[src/rtl/dds_poly_ctrl_pkg.sv]
// Shared definitions for the DDS polynomial sequencer: state encoding,
// coefficient-select encodings and the fixed datapath latency.
package dds_poly_ctrl_pkg;

  localparam int PIPE_LAT = 2;

  localparam logic [1:0] COEF_A0  = 2'd0;
  localparam logic [1:0] COEF_A1  = 2'd1;
  localparam logic [1:0] COEF_A2  = 2'd2;
  localparam logic [1:0] COEF_INV = 2'd3;

  typedef enum logic [1:0] {
    IDLE  = 2'd0,
    RUN   = 2'd1,
    DRAIN = 2'd2
  } state_t;

  function automatic logic coef_sel_ok(input logic [1:0] sel);
    return (sel != COEF_INV);
  endfunction

endpackage

[src/rtl/dds_coef_table.sv]
// Per-segment a0/a1/a2 coefficient register file: synchronous write,
// asynchronous read of one segment's three coefficients.
module dds_coef_table
  import dds_poly_ctrl_pkg::*;
#(
  parameter int DATA_WIDTH = 16,
  parameter int SEG_BITS   = 4
) (
  input  logic                  clk_in,
  input  logic                  rst_in,
  input  logic                  we,
  input  logic [SEG_BITS-1:0]   wseg,
  input  logic [1:0]            wsel,
  input  logic [DATA_WIDTH-1:0] wdata,
  input  logic [SEG_BITS-1:0]   rseg,
  output logic [DATA_WIDTH-1:0] a0,
  output logic [DATA_WIDTH-1:0] a1,
  output logic [DATA_WIDTH-1:0] a2
);

  localparam int NSEG = 1 << SEG_BITS;

  logic [NSEG-1:0][DATA_WIDTH-1:0] a0_q, a0_d;
  logic [NSEG-1:0][DATA_WIDTH-1:0] a1_q, a1_d;
  logic [NSEG-1:0][DATA_WIDTH-1:0] a2_q, a2_d;

  // Next-state of the table: one coefficient replaced per accepted write
  always_comb begin
    a0_d = a0_q;
    a1_d = a1_q;
    a2_d = a2_q;
    if (we) begin
      case (wsel)
        COEF_A0: a0_d[wseg] = wdata;
        COEF_A1: a1_d[wseg] = wdata;
        COEF_A2: a2_d[wseg] = wdata;
        default: a0_d = a0_q;
      endcase
    end else begin
      a0_d = a0_q;
    end
  end

  // Table storage, cleared by reset
  always_ff @(posedge clk_in or posedge rst_in) begin
    if (rst_in) begin
      a0_q <= '0;
      a1_q <= '0;
      a2_q <= '0;
    end else begin
      a0_q <= a0_d;
      a1_q <= a1_d;
      a2_q <= a2_d;
    end
  end

  assign a0 = a0_q[rseg];
  assign a1 = a1_q[rseg];
  assign a2 = a2_q[rseg];

endmodule

[src/rtl/dds_poly_ctrl.sv]
// DDS sine-path sequencer: phase accumulator, segment/offset split, coefficient
// fetch and validity tracking across the two-register Horner datapath.
module dds_poly_ctrl
  import dds_poly_ctrl_pkg::*;
#(
  parameter int DATA_WIDTH  = 16,
  parameter int I_widthX    = 2,
  parameter int SEG_BITS    = 4,
  parameter int PHASE_WIDTH = 24
) (
  input  logic                   clk_in,
  input  logic                   rst_in,
  input  logic                   run,
  input  logic [PHASE_WIDTH-1:0] fcw,
  input  logic                   cfg_we,
  input  logic [SEG_BITS+1:0]    cfg_addr,
  input  logic [DATA_WIDTH-1:0]  cfg_wdata,
  output logic                   cfg_err,
  output logic                   dp_enable,
  output logic [DATA_WIDTH-1:0]  x_argu,
  output logic [DATA_WIDTH-1:0]  a0_out,
  output logic [DATA_WIDTH-1:0]  a1_out,
  output logic [DATA_WIDTH-1:0]  a2_out,
  input  logic [DATA_WIDTH-1:0]  eval_in,
  output logic [DATA_WIDTH-1:0]  sample_out,
  output logic                   sample_valid,
  input  logic                   out_ready,
  output logic                   busy
);

  localparam int OFF_BITS = PHASE_WIDTH - SEG_BITS;
  localparam int XF_BITS  = DATA_WIDTH - I_widthX;

  state_t                 state_q, state_d;
  logic [PHASE_WIDTH-1:0] phase_q, phase_d;
  logic [PHASE_WIDTH-1:0] fcw_q, fcw_d;
  logic [PIPE_LAT-1:0]    vld_q, vld_d;
  logic                   cfg_err_q, cfg_err_d;

  logic                   advance_s;
  logic                   busy_s;
  logic                   issue_s;
  logic                   cfg_accept_s;
  logic [SEG_BITS-1:0]    seg_s;
  logic [SEG_BITS-1:0]    cfg_seg_s;
  logic [1:0]             cfg_sel_s;
  logic [XF_BITS-1:0]     x_frac_s;

  // A stalled head sample freezes phase, valid pipe and datapath together
  assign advance_s = ~(vld_q[PIPE_LAT-1] & ~out_ready);
  assign busy_s    = (state_q != IDLE);
  assign cfg_seg_s = cfg_addr[SEG_BITS+1:2];
  assign cfg_sel_s = cfg_addr[1:0];
  assign seg_s     = phase_q[PHASE_WIDTH-1 -: SEG_BITS];

  // Sequencing: state transitions, phase stepping, valid pipe and config check
  always_comb begin
    state_d      = state_q;
    phase_d      = phase_q;
    fcw_d        = fcw_q;
    vld_d        = vld_q;
    issue_s      = (state_q == RUN) & run & advance_s;
    cfg_accept_s = cfg_we & (state_q == IDLE) & coef_sel_ok(cfg_sel_s);
    cfg_err_d    = cfg_we & ~cfg_accept_s;
    case (state_q)
      IDLE: begin
        if (run) begin
          state_d = RUN;
          phase_d = {PHASE_WIDTH{1'b0}};
          fcw_d   = fcw;
        end else begin
          state_d = IDLE;
        end
      end
      RUN: begin
        state_d = run ? RUN : DRAIN;
        if (issue_s) begin
          phase_d = phase_q + fcw_q;
        end else begin
          phase_d = phase_q;
        end
      end
      DRAIN: begin
        if (run) begin
          state_d = RUN;
        end else if (vld_q == {PIPE_LAT{1'b0}}) begin
          state_d = IDLE;
        end else begin
          state_d = DRAIN;
        end
      end
      default: state_d = IDLE;
    endcase
    if (busy_s & advance_s) begin
      vld_d = {vld_q[PIPE_LAT-2:0], issue_s};
    end else begin
      vld_d = vld_q;
    end
  end

  // Sequencer registers
  always_ff @(posedge clk_in or posedge rst_in) begin
    if (rst_in) begin
      state_q   <= IDLE;
      phase_q   <= {PHASE_WIDTH{1'b0}};
      fcw_q     <= {PHASE_WIDTH{1'b0}};
      vld_q     <= {PIPE_LAT{1'b0}};
      cfg_err_q <= 1'b0;
    end else begin
      state_q   <= state_d;
      phase_q   <= phase_d;
      fcw_q     <= fcw_d;
      vld_q     <= vld_d;
      cfg_err_q <= cfg_err_d;
    end
  end

  // Offset bits below the segment index form the unsigned fraction of x
  if (OFF_BITS >= XF_BITS) begin : g_x_trunc
    assign x_frac_s = phase_q[OFF_BITS-1 -: XF_BITS];
  end else begin : g_x_pad
    assign x_frac_s = {phase_q[OFF_BITS-1:0], {(XF_BITS-OFF_BITS){1'b0}}};
  end

  dds_coef_table #(
    .DATA_WIDTH (DATA_WIDTH),
    .SEG_BITS   (SEG_BITS)
  ) u_coef_table (
    .clk_in (clk_in),
    .rst_in (rst_in),
    .we     (cfg_accept_s),
    .wseg   (cfg_seg_s),
    .wsel   (cfg_sel_s),
    .wdata  (cfg_wdata),
    .rseg   (seg_s),
    .a0     (a0_out),
    .a1     (a1_out),
    .a2     (a2_out)
  );

  assign x_argu       = {{I_widthX{1'b0}}, x_frac_s};
  assign dp_enable    = busy_s & advance_s;
  assign busy         = busy_s;
  assign sample_valid = vld_q[PIPE_LAT-1];
  assign sample_out   = eval_in;
  assign cfg_err      = cfg_err_q;

endmodule

[config.mk]
export PLATFORM = sky130hd
export DESIGN_NAME = dds_poly_ctrl
export DESIGN_NICKNAME = d
export VERILOG_FILES = /design/src/rtl/dds_poly_ctrl_pkg.sv /design/src/rtl/dds_coef_table.sv /design/src/rtl/dds_poly_ctrl.sv
export SDC_FILE = /design/constraint.sdc
export NUM_CORES = 1
export LEC_CHECK = 0
export CORE_ASPECT_RATIO = 0.75
export CORE_MARGIN = 10
export CORE_UTILIZATION = 30
export CTS_CLUSTER_DIAMETER = 200
export CTS_CLUSTER_SIZE = 16
export DETAILED_ROUTE_END_ITERATION = 10
export GPL_TIMING_DRIVEN = 0
export SYNTH_ARGS = -nofsm -noshare
export SYNTH_HDL_FRONTEND = slang
export SYNTH_SLANG_ARGS = --single-unit
[constraint.sdc]
create_clock -name clk_in -period 37.8 [get_ports clk_in]
set_input_delay 7.56 -clock clk_in [delete_from_list [all_inputs] [get_ports clk_in]]
set_output_delay 7.56 -clock clk_in [all_outputs]
set_load 0.02 [all_outputs]
==> out/results.tsv <==
metric	value	unit
status	complete, no violations	
final_layout_size_suffix_gt1_frac	0.482	
grt_max_degree	129	
ys.flop_type	dfrtp_1	
die_h	328	µm
drc	0	
r2r_slack	34470	ps
core_area	0.126	mm²
h-tree-depth	2	
grt_pass1_wl	154000	µm
clk_pin_slew	80	ps
overflow	0	
globalplace.congestion	0.776	
min_path_cells	2	
syn_area	0.0381	mm²
r2r-start	state_q[0]	
setup_viol	0	
dieArea	0.142	mm²
clock_skew	32.7	ps
critPathMaxFanout	3	
fin_crit_sh	0.435	
cts.hold.buffers_added	0	
totalWireLength	104000	µm
dp_slack	21330	ps
cp-start-kind	input port	
cts_buffers	57	
slew_headroom	0.0882	
layout_commonest_cell	dfrtp_1	
synthTopCellsByArea	dfrtp_1 54%, mux2_2 23%, mux4_2 14%	
fp.dieW	431	µm
antenna_found_initial	10	
timing.hold.ws	495	ps
ioPinCount	151	
yosysTopAreaCellShare	0.540	
cts_buffer_depth	3	
ir_drop	0.0311	mV
clock_latency	670	ps
crit_type	input port to output port	
hpwl	72800	µm
cts_sinks	821	
viasPerCell	5.08	
portBuffers	112	
max_freq	60.8	MHz
num-nets-final	2659	
drt_first_pass_iters	5	
fin_util	0.340	
final_cell_mix	821 x dfrtp_1, 782 x mux2_2, 240 x mux4_2, 112 x clkdlybuf4s50_1, 102 x clkbuf_1	
async_flop_share	1.00	
postCtsSetupRepairBufs	0	
detail-route-antenna-nets	0	
synth_fa_ha_area_frac	0.00809	
initial_core_util	0.301	
yosysSeqAreaShare	0.540	
cp.arrival	8880	ps
drv_cap	0	
cts_tree	done	
fin_ws	21360	ps
synth_top_cell_by_area	dfrtp_1	
required	30240	ps
drt_iter0_drc	1604	
worstReg2RegEnd	u_coef_table.a1_q[148]	
area_growth	12.9	%
vias	21500	
hold_class	flop to flop	
synth_top_family_by_area	multiplexers	
track_usage	0.144	
power.static_leakage	19.6	nW
synth_edf_count	0	
rsz0062_at_grt	false	
wl_per_cell	24.5	µm
synth_compound_area_frac	0.0144	
crit_start	out_ready	
cp-endpoint	dp_enable	
fill_cells	12200	
grt_pass1_vias	22100	
synth-simple-area-share	0.0240	
critPathCaptureType	output port	
syn_area_per_cell	15.9	µm²
ys_types	59	
fin_crit	16440	ps
ys_warn_count	0	
p_per_area	53.7	mW/mm²
r2r_cells	8	
slew_violations	0	
synth_seq_cells	821	
root_buffer	clkbuf_16	
cts_resized	0	
synth.mux.area_fraction	0.377	
synth_xor_area_frac	0.00460	
tightest_slew	1370	ps
synth_cells	2389	
finalHoldViolCount	0	
row_count	113	
==> stage by stage <==
stage          std cells   TNS, ps  power [W]  cell area (µm²)
2_1_floorplan       2390         0    0.00150            38100
3_3_place_gp        4169  -2901330    0.00175            41300
3_5_place_dp        4176         0    0.00176            41500
4_1_cts             4237         0    0.00234            43000
5_1_grt             4237         0    0.00242            43000
6_report            4239         0    0.00231            43000
==> kinds of logic after synthesis <==
| family | after synthesis |
|---|---|
| compound gates | 91 |
| xor+xnor | 20 |
| fa+ha+maj | 24 |
| buf+inv | 248 |
| flops | 821 |
| mux | 1032 |
| other cells | 1 |
| simple gates | 152 |
==> where the power goes <==
part / internal (W) / switching (W)
registers: 0.000961 / 0.0000463
clock network: 0.000269 / 0.000310
logic: 0.000328 / 0.000394
==> per-layer routing <==
layer / share of wire / wire length (µm) / track usage
met4: 0.030 / 3100 / 0.0424
met3: 0.049 / 5060 / 0.0259
met5: 0.000077 / 8 / 0
met2: 0.44 / 46200 / 0.219
met1: 0.48 / 49400 / 0.208
==> worst max-delay path, cell delays in order <==
cell,delay [ps]
clkdlybuf4s50_1,500
nor2b_1,70
nor2_1,130
clkdlybuf4s50_1,620
==> synthesized netlist by cell type, types with 2 or more instances <==
| library cell | count |
|---|---|
| mux4_2 | 240 |
| nand3_1 | 7 |
| a21boi_0 | 2 |
| ha_1 | 23 |
| xor2_1 | 9 |
| xnor2_1 | 11 |
| o21ba_2 | 2 |
| nand2b_1 | 5 |
| nand4_1 | 4 |
| a211oi_1 | 3 |
| buf_4 | 41 |
| nand3b_1 | 2 |
| and2_1 | 4 |
| nand2_1 | 69 |
| or4_1 | 2 |
| o21ai_0 | 37 |
| a22o_1 | 3 |
| nor2b_1 | 5 |
| nor4_4 | 6 |
| o211ai_1 | 4 |
| buf_2 | 74 |
| nor3_1 | 8 |
| clkbuf_1 | 102 |
| inv_1 | 7 |
| dfrtp_1 | 821 |
| nor3_4 | 9 |
| buf_1 | 21 |
| o21bai_1 | 2 |
| mux2_4 | 10 |
| a21oi_1 | 23 |
| or3_1 | 2 |
| and3_1 | 2 |
| nor3b_1 | 2 |
| mux2_2 | 782 |
| a21o_1 | 2 |
| nor2_1 | 18 |
| o21a_1 | 3 |
==> sequential cells by signal, indices dropped and copies added (netlist names) <==
signal	flops
cfg_err	1
u_coef_table.a2_q	256
vld_q	2
u_coef_table.a1_q	256
state_q	2
fcw_q	24
phase_q	24
u_coef_table.a0_q	256
==> how the worst min path moves through the flow <==
stage	start	end	slack [ps]
after floorplan	phase_q[2]	phase_q[2]	460
after global placement	phase_q[4]	phase_q[4]	470
after detailed placement	phase_q[3]	phase_q[3]	480
after CTS	phase_q[3]	phase_q[3]	500
after global routing	u_coef_table.a1_q[44]	u_coef_table.a1_q[44]	510
final	phase_q[5]	phase_q[5]	490
==> layout make-up <==
cell class	instances	area [µm²]	area share
buffer	241	1190	0.0276
antenna	2	5.00	0.000116
clock inverter	4	53.8	0.00125
multi-input combinational	1321	16300	0.380
clock buffer	57	1430	0.0332
timing repair buffer	119	1310	0.0306
inverter	7	33.8	0.000786
sequential	821	20500	0.478
tap	1667	2090	0.0485
Note: power is estimated with default switching activity, not from simulation.
